<file path="src/rtl/dataproc_ctrl_pkg.sv">
// Shared definitions for the dataproc sequencer: register map, FSM states,
// STATUS/CTRL bit positions and processor mode encodings.
package dataproc_ctrl_pkg;

  localparam logic [7:0] ADDR_CTRL   = 8'h00;
  localparam logic [7:0] ADDR_LEN    = 8'h04;
  localparam logic [7:0] ADDR_STATUS = 8'h08;
  localparam logic [7:0] ADDR_RESULT = 8'h0C;
  localparam logic [7:0] ADDR_COUNT  = 8'h10;

  typedef enum logic [1:0] {
    ST_IDLE  = 2'd0,
    ST_RUN   = 2'd1,
    ST_DRAIN = 2'd2
  } state_t;

  localparam int unsigned CTRL_START   = 0;
  localparam int unsigned CTRL_ABORT   = 1;
  localparam int unsigned CTRL_MODE_LO = 2;
  localparam int unsigned CTRL_MODE_HI = 3;
  localparam int unsigned CTRL_IRQ_EN  = 4;

  localparam int unsigned STAT_BUSY       = 0;
  localparam int unsigned STAT_DONE       = 1;
  localparam int unsigned STAT_FIFO_EMPTY = 2;
  localparam int unsigned STAT_FIFO_FULL  = 3;
  localparam int unsigned STAT_ABORTED    = 4;
  localparam int unsigned STAT_TIMEOUT    = 5;
  localparam int unsigned STAT_REM_LSB    = 8;

  typedef enum logic [1:0] {
    MODE_0 = 2'd0,
    MODE_1 = 2'd1,
    MODE_2 = 2'd2,
    MODE_3 = 2'd3
  } mode_t;

endpackage

</file>
<file path="src/rtl/dataproc_res_fifo.sv">
// Synchronous result FIFO; a push while full is accepted only when a pop
// frees the head slot on the same edge. No read-through bypass.
module dataproc_res_fifo #(
  parameter int unsigned DATA_W = 32,
  parameter int unsigned DEPTH  = 8
) (
  input  logic              clk,
  input  logic              resetn,
  input  logic              push,
  input  logic [DATA_W-1:0] push_data,
  input  logic              pop,
  output logic [DATA_W-1:0] head,
  output logic              full,
  output logic              empty
);

  localparam int unsigned AW = $clog2(DEPTH);

  logic [DATA_W-1:0] mem [DEPTH];
  logic [AW:0]       wr_ptr;
  logic [AW:0]       rd_ptr;
  logic              do_push;
  logic              do_pop;

  assign empty   = (wr_ptr == rd_ptr);
  assign full    = (wr_ptr[AW] != rd_ptr[AW]) && (wr_ptr[AW-1:0] == rd_ptr[AW-1:0]);
  assign do_pop  = pop && !empty;
  assign do_push = push && (!full || do_pop);
  assign head    = mem[rd_ptr[AW-1:0]];

  always_ff @(posedge clk) begin
    if (!resetn) begin
      wr_ptr <= '0;
      rd_ptr <= '0;
      for (int unsigned i = 0; i < DEPTH; i++) begin
        mem[i] <= '0;
      end
    end else begin
      if (do_push) begin
        mem[wr_ptr[AW-1:0]] <= push_data;
        wr_ptr <= wr_ptr + 1'b1;
      end
      if (do_pop) begin
        rd_ptr <= rd_ptr + 1'b1;
      end
    end
  end

endmodule

</file>
<file path="src/rtl/dataproc_ctrl.sv">
// Memory-mapped job sequencer for the streaming dataproc core.
// Optional stall watchdog: define DATAPROC_CTRL_TIMEOUT_EN.
module dataproc_ctrl
  import dataproc_ctrl_pkg::*;
#(
  parameter int unsigned DATA_W         = 32,
  parameter int unsigned LEN_W          = 16,
  parameter int unsigned FIFO_DEPTH     = 8,
  parameter int unsigned TIMEOUT_CYCLES = 4096
) (
  input  logic              clk,
  input  logic              resetn,
  input  logic              reg_valid,
  output logic              reg_ready,
  input  logic [3:0]        reg_wstrb,
  input  logic [7:0]        reg_addr,
  input  logic [31:0]       reg_wdata,
  output logic [31:0]       reg_rdata,
  input  logic              in_valid,
  output logic              in_ready,
  input  logic [DATA_W-1:0] in_data,
  output logic              proc_valid,
  input  logic              proc_ready,
  output logic [DATA_W-1:0] proc_data,
  output logic [1:0]        proc_mode,
  input  logic              res_valid,
  output logic              res_ready,
  input  logic [DATA_W-1:0] res_data,
  output logic              irq
);

  localparam logic [LEN_W-1:0] LEN_ONE = LEN_W'(1);

  state_t            state_q;
  state_t            state_d;
  logic              reg_ready_q;
  logic [31:0]       reg_rdata_q;
  logic [31:0]       read_val;
  logic [LEN_W-1:0]  len_q;
  logic [LEN_W-1:0]  issued_q;
  logic [LEN_W-1:0]  returned_q;
  logic [LEN_W-1:0]  issued_nxt;
  logic [LEN_W-1:0]  returned_nxt;
  logic [LEN_W-1:0]  remaining;
  mode_t             ctrl_mode_q;
  mode_t             run_mode_q;
  logic              irq_en_q;
  logic              done_q;
  logic              aborted_q;
  logic              timeout_q;
  logic              timeout_hit;

  logic              acc;
  logic              wr;
  logic              rd;
  logic              wr_ctrl;
  logic              wr_len;
  logic              wr_status;
  logic              busy;
  logic              start_req;
  logic              start_ok;
  logic              go;
  logic              start_zero;
  logic              abort;
  logic              issue;
  logic              push;
  logic              done_evt;
  logic              in_ready_c;
  logic              proc_valid_c;
  logic              res_ready_c;

  logic              fifo_pop;
  logic              fifo_full;
  logic              fifo_empty;
  logic [DATA_W-1:0] fifo_head;
  logic              unused_wdata;

  assign unused_wdata = ^reg_wdata;

  // Bus decode: one access per reg_valid, acknowledged on the following cycle.
  assign acc       = reg_valid && !reg_ready_q;
  assign wr        = acc && (reg_wstrb != 4'b0000);
  assign rd        = acc && (reg_wstrb == 4'b0000);
  assign wr_ctrl   = wr && (reg_addr == ADDR_CTRL);
  assign wr_len    = wr && (reg_addr == ADDR_LEN);
  assign wr_status = wr && (reg_addr == ADDR_STATUS);
  assign fifo_pop  = rd && (reg_addr == ADDR_RESULT) && !fifo_empty;

  assign busy       = (state_q != ST_IDLE);
  assign start_req  = wr_ctrl && reg_wdata[CTRL_START];
  assign start_ok   = start_req && !busy;
  assign go         = start_ok && (len_q != '0);
  assign start_zero = start_ok && (len_q == '0);
  assign abort      = busy && ((wr_ctrl && reg_wdata[CTRL_ABORT]) || timeout_hit);

  assign issue        = (state_q == ST_RUN) && in_valid && proc_ready;
  assign push         = res_valid && res_ready_c;
  assign issued_nxt   = issued_q + LEN_ONE;
  assign returned_nxt = returned_q + LEN_ONE;
  assign remaining    = len_q - returned_q;
  // Abort takes priority: a completing return in the abort cycle leaves DONE alone.
  assign done_evt     = busy && push && (returned_nxt == len_q) && !abort;

  always_ff @(posedge clk) begin
    if (!resetn) begin
      state_q <= ST_IDLE;
    end else begin
      state_q <= state_d;
    end
  end

  always_comb begin
    state_d = state_q;
    unique case (state_q)
      ST_IDLE: begin
        if (go) state_d = ST_RUN;
      end
      ST_RUN: begin
        if (abort || done_evt)                 state_d = ST_IDLE;
        else if (issue && issued_nxt == len_q) state_d = ST_DRAIN;
      end
      ST_DRAIN: begin
        if (abort || done_evt) state_d = ST_IDLE;
      end
      default: state_d = ST_IDLE;
    endcase
  end

  always_comb begin
    in_ready_c   = 1'b0;
    proc_valid_c = 1'b0;
    res_ready_c  = 1'b0;
    unique case (state_q)
      ST_RUN: begin
        in_ready_c   = proc_ready;
        proc_valid_c = in_valid;
        res_ready_c  = !fifo_full;
      end
      ST_DRAIN: begin
        res_ready_c  = !fifo_full;
      end
      default: ;
    endcase
  end

  assign in_ready   = in_ready_c;
  assign proc_valid = proc_valid_c;
  assign res_ready  = res_ready_c;
  assign proc_data  = in_data;
  assign proc_mode  = run_mode_q;

  always_ff @(posedge clk) begin
    if (!resetn) begin
      len_q       <= '0;
      ctrl_mode_q <= MODE_0;
      run_mode_q  <= MODE_0;
      irq_en_q    <= 1'b0;
      done_q      <= 1'b0;
      aborted_q   <= 1'b0;
      issued_q    <= '0;
      returned_q  <= '0;
    end else begin
      if (wr_len && !busy) len_q <= reg_wdata[LEN_W-1:0];
      if (wr_ctrl) begin
        ctrl_mode_q <= mode_t'(reg_wdata[CTRL_MODE_HI:CTRL_MODE_LO]);
        irq_en_q    <= reg_wdata[CTRL_IRQ_EN];
      end
      if (go) run_mode_q <= mode_t'(reg_wdata[CTRL_MODE_HI:CTRL_MODE_LO]);

      if (start_ok) begin
        issued_q   <= '0;
        returned_q <= '0;
      end else begin
        if (issue) issued_q   <= issued_nxt;
        if (push)  returned_q <= returned_nxt;
      end

      if (done_evt || start_zero)                         done_q <= 1'b1;
      else if (go || (wr_status && reg_wdata[STAT_DONE])) done_q <= 1'b0;

      if (abort)                                             aborted_q <= 1'b1;
      else if (go || (wr_status && reg_wdata[STAT_ABORTED])) aborted_q <= 1'b0;
    end
  end

`ifdef DATAPROC_CTRL_TIMEOUT_EN
  localparam int unsigned STALL_W = $clog2(TIMEOUT_CYCLES + 1);
  localparam logic [STALL_W-1:0] STALL_ONE  = STALL_W'(1);
  localparam logic [STALL_W-1:0] STALL_LAST = STALL_W'(TIMEOUT_CYCLES - 1);

  logic [STALL_W-1:0] stall_q;

  // Counts idle cycles since the last proc or res handshake of the job.
  assign timeout_hit = busy && !(issue || push) && (stall_q == STALL_LAST);

  always_ff @(posedge clk) begin
    if (!resetn || !busy || issue || push) begin
      stall_q <= '0;
    end else begin
      stall_q <= stall_q + STALL_ONE;
    end
  end

  always_ff @(posedge clk) begin
    if (!resetn) begin
      timeout_q <= 1'b0;
    end else if (timeout_hit) begin
      timeout_q <= 1'b1;
    end else if (go || (wr_status && reg_wdata[STAT_TIMEOUT])) begin
      timeout_q <= 1'b0;
    end
  end

  assign irq = irq_en_q && (done_q || timeout_q);
`else
  localparam int unsigned UNUSED_TIMEOUT_CYCLES = TIMEOUT_CYCLES;

  assign timeout_hit = 1'b0;
  assign timeout_q   = 1'b0;
  assign irq         = irq_en_q && done_q;
`endif

  always_comb begin
    read_val = '0;
    case (reg_addr)
      ADDR_CTRL: begin
        read_val[CTRL_MODE_HI:CTRL_MODE_LO] = ctrl_mode_q;
        read_val[CTRL_IRQ_EN]               = irq_en_q;
      end
      ADDR_LEN:    read_val[LEN_W-1:0] = len_q;
      ADDR_STATUS: begin
        read_val[STAT_BUSY]             = busy;
        read_val[STAT_DONE]             = done_q;
        read_val[STAT_FIFO_EMPTY]       = fifo_empty;
        read_val[STAT_FIFO_FULL]        = fifo_full;
        read_val[STAT_ABORTED]          = aborted_q;
        read_val[STAT_TIMEOUT]          = timeout_q;
        read_val[STAT_REM_LSB +: LEN_W] = remaining;
      end
      ADDR_RESULT: if (!fifo_empty) read_val[DATA_W-1:0] = fifo_head;
      ADDR_COUNT:  read_val[LEN_W-1:0] = returned_q;
      default:     read_val = '0;
    endcase
  end

  always_ff @(posedge clk) begin
    if (!resetn) begin
      reg_ready_q <= 1'b0;
      reg_rdata_q <= '0;
    end else begin
      reg_ready_q <= acc;
      reg_rdata_q <= rd ? read_val : '0;
    end
  end

  assign reg_ready = reg_ready_q;
  assign reg_rdata = reg_rdata_q;

  dataproc_res_fifo #(
    .DATA_W (DATA_W),
    .DEPTH  (FIFO_DEPTH)
  ) u_res_fifo (
    .clk       (clk),
    .resetn    (resetn),
    .push      (push),
    .push_data (res_data),
    .pop       (fifo_pop),
    .head      (fifo_head),
    .full      (fifo_full),
    .empty     (fifo_empty)
  );

endmodule

</file>
<file path="config.mk">
export PLATFORM = sky130hd
export DESIGN_NAME = dataproc_ctrl
export DESIGN_NICKNAME = d
export VERILOG_FILES = /design/src/rtl/dataproc_ctrl_pkg.sv /design/src/rtl/dataproc_res_fifo.sv /design/src/rtl/dataproc_ctrl.sv
export SDC_FILE = /design/constraint.sdc
export NUM_CORES = 1
export LEC_CHECK = 0
export CORE_ASPECT_RATIO = 1.2
export CORE_MARGIN = 1.5
export CORE_UTILIZATION = 26
export DETAILED_ROUTE_END_ITERATION = 10
export PLACE_DENSITY = 0.51
export RECOVER_POWER = 25
export SYNTH_ARGS = -nofsm -noshare
export SYNTH_HDL_FRONTEND = slang
export SYNTH_SLANG_ARGS = --single-unit
</file>
<file path="constraint.sdc">
create_clock -name clk -period 3.7 [get_ports clk]
set_input_delay 0.74 -clock clk [delete_from_list [all_inputs] [get_ports clk]]
set_output_delay 0.74 -clock clk [all_outputs]
set_load 0.005 [all_outputs]
</file>
# == Yosys cells after proc, flatten, opt, wreduce, memory -nomap -nowiden ==
# Memory sizes are Yosys's and may differ from the RTL's. A register that Yosys moved wholly into a read port is not among the register bits.
# Index checks and enable logic that the tools add are counted.
# totals
reg_bits,98
mem_bits_rw,256
in_bits,114
out_inout_bits,71
mem_count,1
# classes
addsub,5
n_eq_ne,14
mux,28
bitwise,3
reduce_logical,53
# memory_table
memory,words,word_bits,rd,rd_ports_with_merged_regs,write_ports,line,source
u_res_fifo.mem,8,32,1,1,8,dataproc_res_fifo.sv:19,logic [DATA_W-1:0] mem [DEPTH];
# ops
op,n
adder 16 x 1 -> 16 bit (second input constant),2
== test 16 bit,2
2-to-1 mux 32 bit,1
case mux 8 bit (4 select lines),1
OR reduction 32 bit,1
logical AND 1 bit,28
2-to-1 mux 24 bit,1
== test 8 x 4 -> 1 bit (second input constant),2
logical NOT 16 bit,1
case mux 8 bit (2 select lines),1
nonzero test 16 bit,1
subtractor 16 bit,1
case mux 3 bit (5 select lines),1
2-to-1 mux 1 bit,12
case mux 2 bit (3 select lines),2
2-to-1 mux 3 bit,3
adder 4 x 1 -> 4 bit (second input constant),2
== test 8 x 3 -> 1 bit (second input constant),1
== test 8 x 5 -> 1 bit (second input constant),1
logical NOT 8 bit,1
2-to-1 mux 2 bit,4
case mux 2 bit (4 select lines),1
nonzero test 2 bit,3
logical NOT 1 bit,5
other kinds (17),25

# == Longest topological paths before layout ==
# depth
depth_word,13
mapped_depth,12

# == Hierarchy ==
# A second synthesis with hierarchy kept.
# hier_totals
cells_unflattened,1524
area_unflattened_um2,17520.6
# modules_own_cells
mod,instances,cells_per_inst,area_per_inst_um2
dataproc_res_fifo,1,819,11717.5
dataproc_ctrl,1,705,5803.1

# == Least setup slack after synthesis ==
# No wires, ideal clock.
# synth_timing
path_type,input-to-reg
startpoint,in res_valid
endpoint,mem u_res_fifo.mem[5][0] (enable)
arrival_time_ns,3.464
required_ns,3.234
slack_ns,-0.229
stages,4
path_buffers,1
path_cell_list,and3_1 -> clkbuf_8 -> nand3b_1 -> o21ai_0
# synth_rtl
element,line,source
"start, declared",dataproc_ctrl.sv:26,"input logic res_valid,"
"end, declared",dataproc_res_fifo.sv:19,

==> impl_summary.md <==
Outcome
The flow ran to the end, and the final reports show no timing, DRC or antenna violations.

Cells and area
The most common cell after layout, fill and taps aside is sky130_fd_sc_hd__and2_1. The area overhead of the layout relative to synthesis is 19.7%. The filler cells instantiated in the layout total approximately 6.8k. Of the cells placed in the final design, the portion with a size suffix greater than 1 is 0.139. The combined flip-flop and latch cell area is about 9700 um2.

The net count reported at finish is between 1.5k and 2k. In the final layout, the multi-input gates occupy between 7000 and 8000 um2. In the layout the commonest cells are sky130_fd_sc_hd__and2_1 (265), sky130_fd_sc_hd__edfxtp_1 (256), sky130_fd_sc_hd__dfxtp_1 (98).

The count of placed standard cells in the final layout, fillers left out is around 2.5k. With fillers left out, the area of the finished cells amounts to approximately 21000 um2.

Timing
Setup violations remaining at the end of the flow were counted as 0. The final-report max-slew violation count is 0. The pin slew with the least headroom to its limit is approximately 1.2 ns. The final number of hold-violating endpoints is 0. Final hold analysis gives a worst-case slack of 0.489 ns. Headroom to the max-slew limit came out at 0.173. The worst path setup slack after routing is 0.491 ns. For the finished layout, the period the worst path requires is ~3.2 ns. The clock tree skew after final layout is ~0.027 ns.

The achievable clock frequency is 312 MHz. Dividing the final minimum period by the clock period gives 0.867. Setup repair after global routing left no endpoint under its margin.

Power
The clock power share is 0.473. The share of total power dissipated in sequential elements is 0.493. The net switching power is just under 2 mW. The worst supply voltage drop on vdd is just over 0.0003 V. Cell internal power was estimated by the tool at 7.03 mW. The leakage component of the power is 7.15 nW.

The overall power after layout is approximately 9 mW. The power density over cell area is 428 nW/um2. The proportion of total power due to net switching is 0.216.

The combinational share of power is 0.034.

Floorplanning
The area of the die is slightly below 70000 um2. The die extent in y is 287 um. The die width is approximately 240 um. The initial core utilization is 0.262. The standard cell core area is 66900 um2.

The number of placement rows is roughly 100. The number of top-level pins is roughly 190.

Setup path
The slowest stage of the critical path is the sky130_fd_sc_hd__clkbuf_2 cell. The worst setup path is captured at a flop. The critical path is of the in -> reg type. Data on the critical path arrives at its endpoint at 3.39 ns. The cell family contributing the most delay on the critical path is buffers and inverters. The critical path's largest stage delay is a little over 0.9 ns. Counting buffers and inverters, the worst setup path is 4 cells deep.

The largest fanout of any net on the critical path is 32. STA puts the critical path data required time at ~3.9 ns. The number of buffer and inverter instances along the worst setup path is 2. The kind of launch point of the worst setup path is a primary input. The critical path goes through clkbuf_1 > nand2_1 > o21ai_0 > clkbuf_2. The cell count of the worst reg-to-reg path is 12.

Synth
The net count of the mapped netlist is 1581. The number of different library cells used by synthesis comes to 70. The cell count after synthesis came out at about 1.4k. Measured against the total synthesized area, the mux share comes to 0.106. After synthesis the netlist holds a flip-flop and latch count of about 360. The synthesized area is between 15000 and 20000 um2. The Yosys warning count is 0. The count of flip-flops with a built-in enable after synthesis is roughly 260. After synthesis, the largest family of logic cells by area is simple AND/OR/NAND/NOR gates. The xor/xnor share of the synthesized area is 0.0425. Of the total synthesized cell area, the portion taken by full adders, half adders and majority gates is 0.0169. For this run, the leading register cell type out of synthesis is sky130_fd_sc_hd__edfxtp_1. The complex-gate fraction of the synthesized area is 0.0531. The simple-gate share of the synthesized area is 0.186. The part of the Yosys area used for sequential elements is 0.554. Each instance of the synthesized netlist takes up on average about 12 um2.

In the synthesized netlist the async set-or-reset flop fraction comes to 0.

Routing
After detailed routing, the total wire length is 49700 um. The number of remaining DRC errors is 0. The routed layout has 11.3k vias. The detail route stage leaves a number of antenna-violating nets equal to 0.

The via-per-instance ratio is roughly 4.6. In the final routed layout, each cell accounts on average for slightly above 20 um. The detailed-router iteration count before antenna repair is 5. The number of design-rule violations left by the first detailed-router iteration is 768.

Clocking
The count of instances resized after the clock tree is built is 0. The count of clock tree sinks is between 300 and 400. The clock tree from TritonCTS is built. In this run the clock root is driven by a sky130_fd_sc_hd__clkbuf_16. The buffer levels on the longest clock path is 3.

The clock transition at the registers of the reported paths is 0.06 ns. The number of buffers added by the clock tree synthesis step is 42. The H-tree was split into 2 levels. The number of setup buffers added after CTS is 0.

The later-pin clock latency in the skew report is about 0.59 ns. In this run, post-CTS hold repair placed 0 buffers.

Worst hold path
The kind of path behind the tightest hold check is reg -> reg. The cell count of the worst hold path is 2.

Placement
After detailed placement, the design holds a cell count of roughly 2.4k. Before CTS, the worst setup slack after placement is 0.464 ns. The sum of net half-perimeters after detailed placement is slightly above 30000 um. At the end of routability-driven placement, the weighted congestion stood at 0.864. The number of buffers inserted by port buffering is 104. The placed instance area is roughly 20000 um2.

Global routing
The number of global-route vias before repair is 11.8k. The total overflow reported by the global router is 0. In the global route stage, overall resource usage came out at 0.146. The first global-routing pass estimated between 70000 and 80000 um of wire. The initial antenna violation count came to 4. Entering global routing, the biggest net connects 33 pins.

Job
The count of maximum capacitance violations is 0.
cell type report:
cell class / count / area share
Clock inverter: 20 / 0.0113
Clock buffer: 58 / 0.0573
Antenna cell: 3 / 0.000358
Multi-Input combinational cell: 941 / 0.342
Timing Repair Buffer: 151 / 0.0678
Inverter: 25 / 0.00448
Sequential cell: 357 / 0.463
Tap cell: 901 / 0.0538
state kept, by name (all words and copies together), names as in the netlist, 4 cells and up, named ones only:
register / flops
issued_q: 16
len_q: 16
u_res_fifo.mem: 256
reg_rdata: 32
u_res_fifo.rd_ptr: 4
u_res_fifo.wr_ptr: 4
returned_q: 16
worst paths after layout:
check	startpoint	end	slack, ns
max reg2reg	returned_q[0]$_SDFFE_PP0N_	reg_rdata[22]$_SDFF_PN0_	0.54
max	resetn	u_res_fifo.mem[5][13]$_SDFFCE_PN0P_	0.49
min reg2reg	ctrl_mode_q[0]$_SDFFE_PN0P_	ctrl_mode_q[0]$_SDFFE_PN0P_	0.49
min	ctrl_mode_q[0]$_SDFFE_PN0P_	ctrl_mode_q[0]$_SDFFE_PN0P_	0.49
logic make-up (layout without fill, tap and decap cells):
group / count (synthesis) / after routing
and+or+nand+nor: 590 / 590
DFF: 357 / 357
buffers and inverters: 146 / 254
AOI/OAI and AO/OA: 138 / 138
muxes: 105 / 105
xor gates and xnor gates: 85 / 85
adders and majority gates: 23 / 23
other: 0 / 3
power by group through the flow:
stage                     Sequential [mW]  Combinational [mW]  Clock, mW
after floorplan                      4.50               0.145          0
after global placement               4.50               0.313          0
after detailed placement             4.51               0.315          0
after CTS                            4.43               0.316       4.35
after global routing                 4.44               0.324       4.50
final                                4.43               0.301       4.24
through the flow:
stage / setup TNS, ns / util
4_1_cts: 0 / 0.315
2_1_floorplan: -13.95 / -
3_5_place_dp: 0 / 0.293
5_1_grt: 0 / 0.313
3_3_place_gp: 0 / 0.293
6_report: 0 / 0.313
Yosys cell counts (16+ instances only):
master                     number  area [um2]
sky130_fd_sc_hd__a21boi_0      20         150
sky130_fd_sc_hd__a21oi_1       27         135
sky130_fd_sc_hd__and2_1       269        1680
sky130_fd_sc_hd__buf_4         33         248
sky130_fd_sc_hd__clkbuf_1      67         251
sky130_fd_sc_hd__dfxtp_1      101        2020
sky130_fd_sc_hd__edfxtp_1     256        7690
sky130_fd_sc_hd__ha_1          22         275
sky130_fd_sc_hd__inv_1         25        93.8
sky130_fd_sc_hd__mux2i_1       31         310
sky130_fd_sc_hd__mux4_2        64        1440
sky130_fd_sc_hd__nand2_1       93         349
sky130_fd_sc_hd__nand3_1       26         130
sky130_fd_sc_hd__nand4_1       19         119
sky130_fd_sc_hd__nor2_1        88         330
sky130_fd_sc_hd__nor3_1        17        85.1
sky130_fd_sc_hd__nor4_1        16         100
sky130_fd_sc_hd__o21ai_0       28         140
sky130_fd_sc_hd__xnor2_1       48         420
sky130_fd_sc_hd__xor2_1        37         324
tightest hold or removal path, cell delays in order (launching register included):
cell	delay, ns
sky130_fd_sc_hd__dfxtp_1	0.32
sky130_fd_sc_hd__nand2_1	0.05
sky130_fd_sc_hd__a21boi_0	0.07
layer usage:
metal  global-route usage  share of wire
met2                0.261           0.51
met1                0.178           0.42
met5                    0        0.00040
met3               0.0270          0.050
met4               0.0443          0.023
Power figures use the tool's default switching activity.
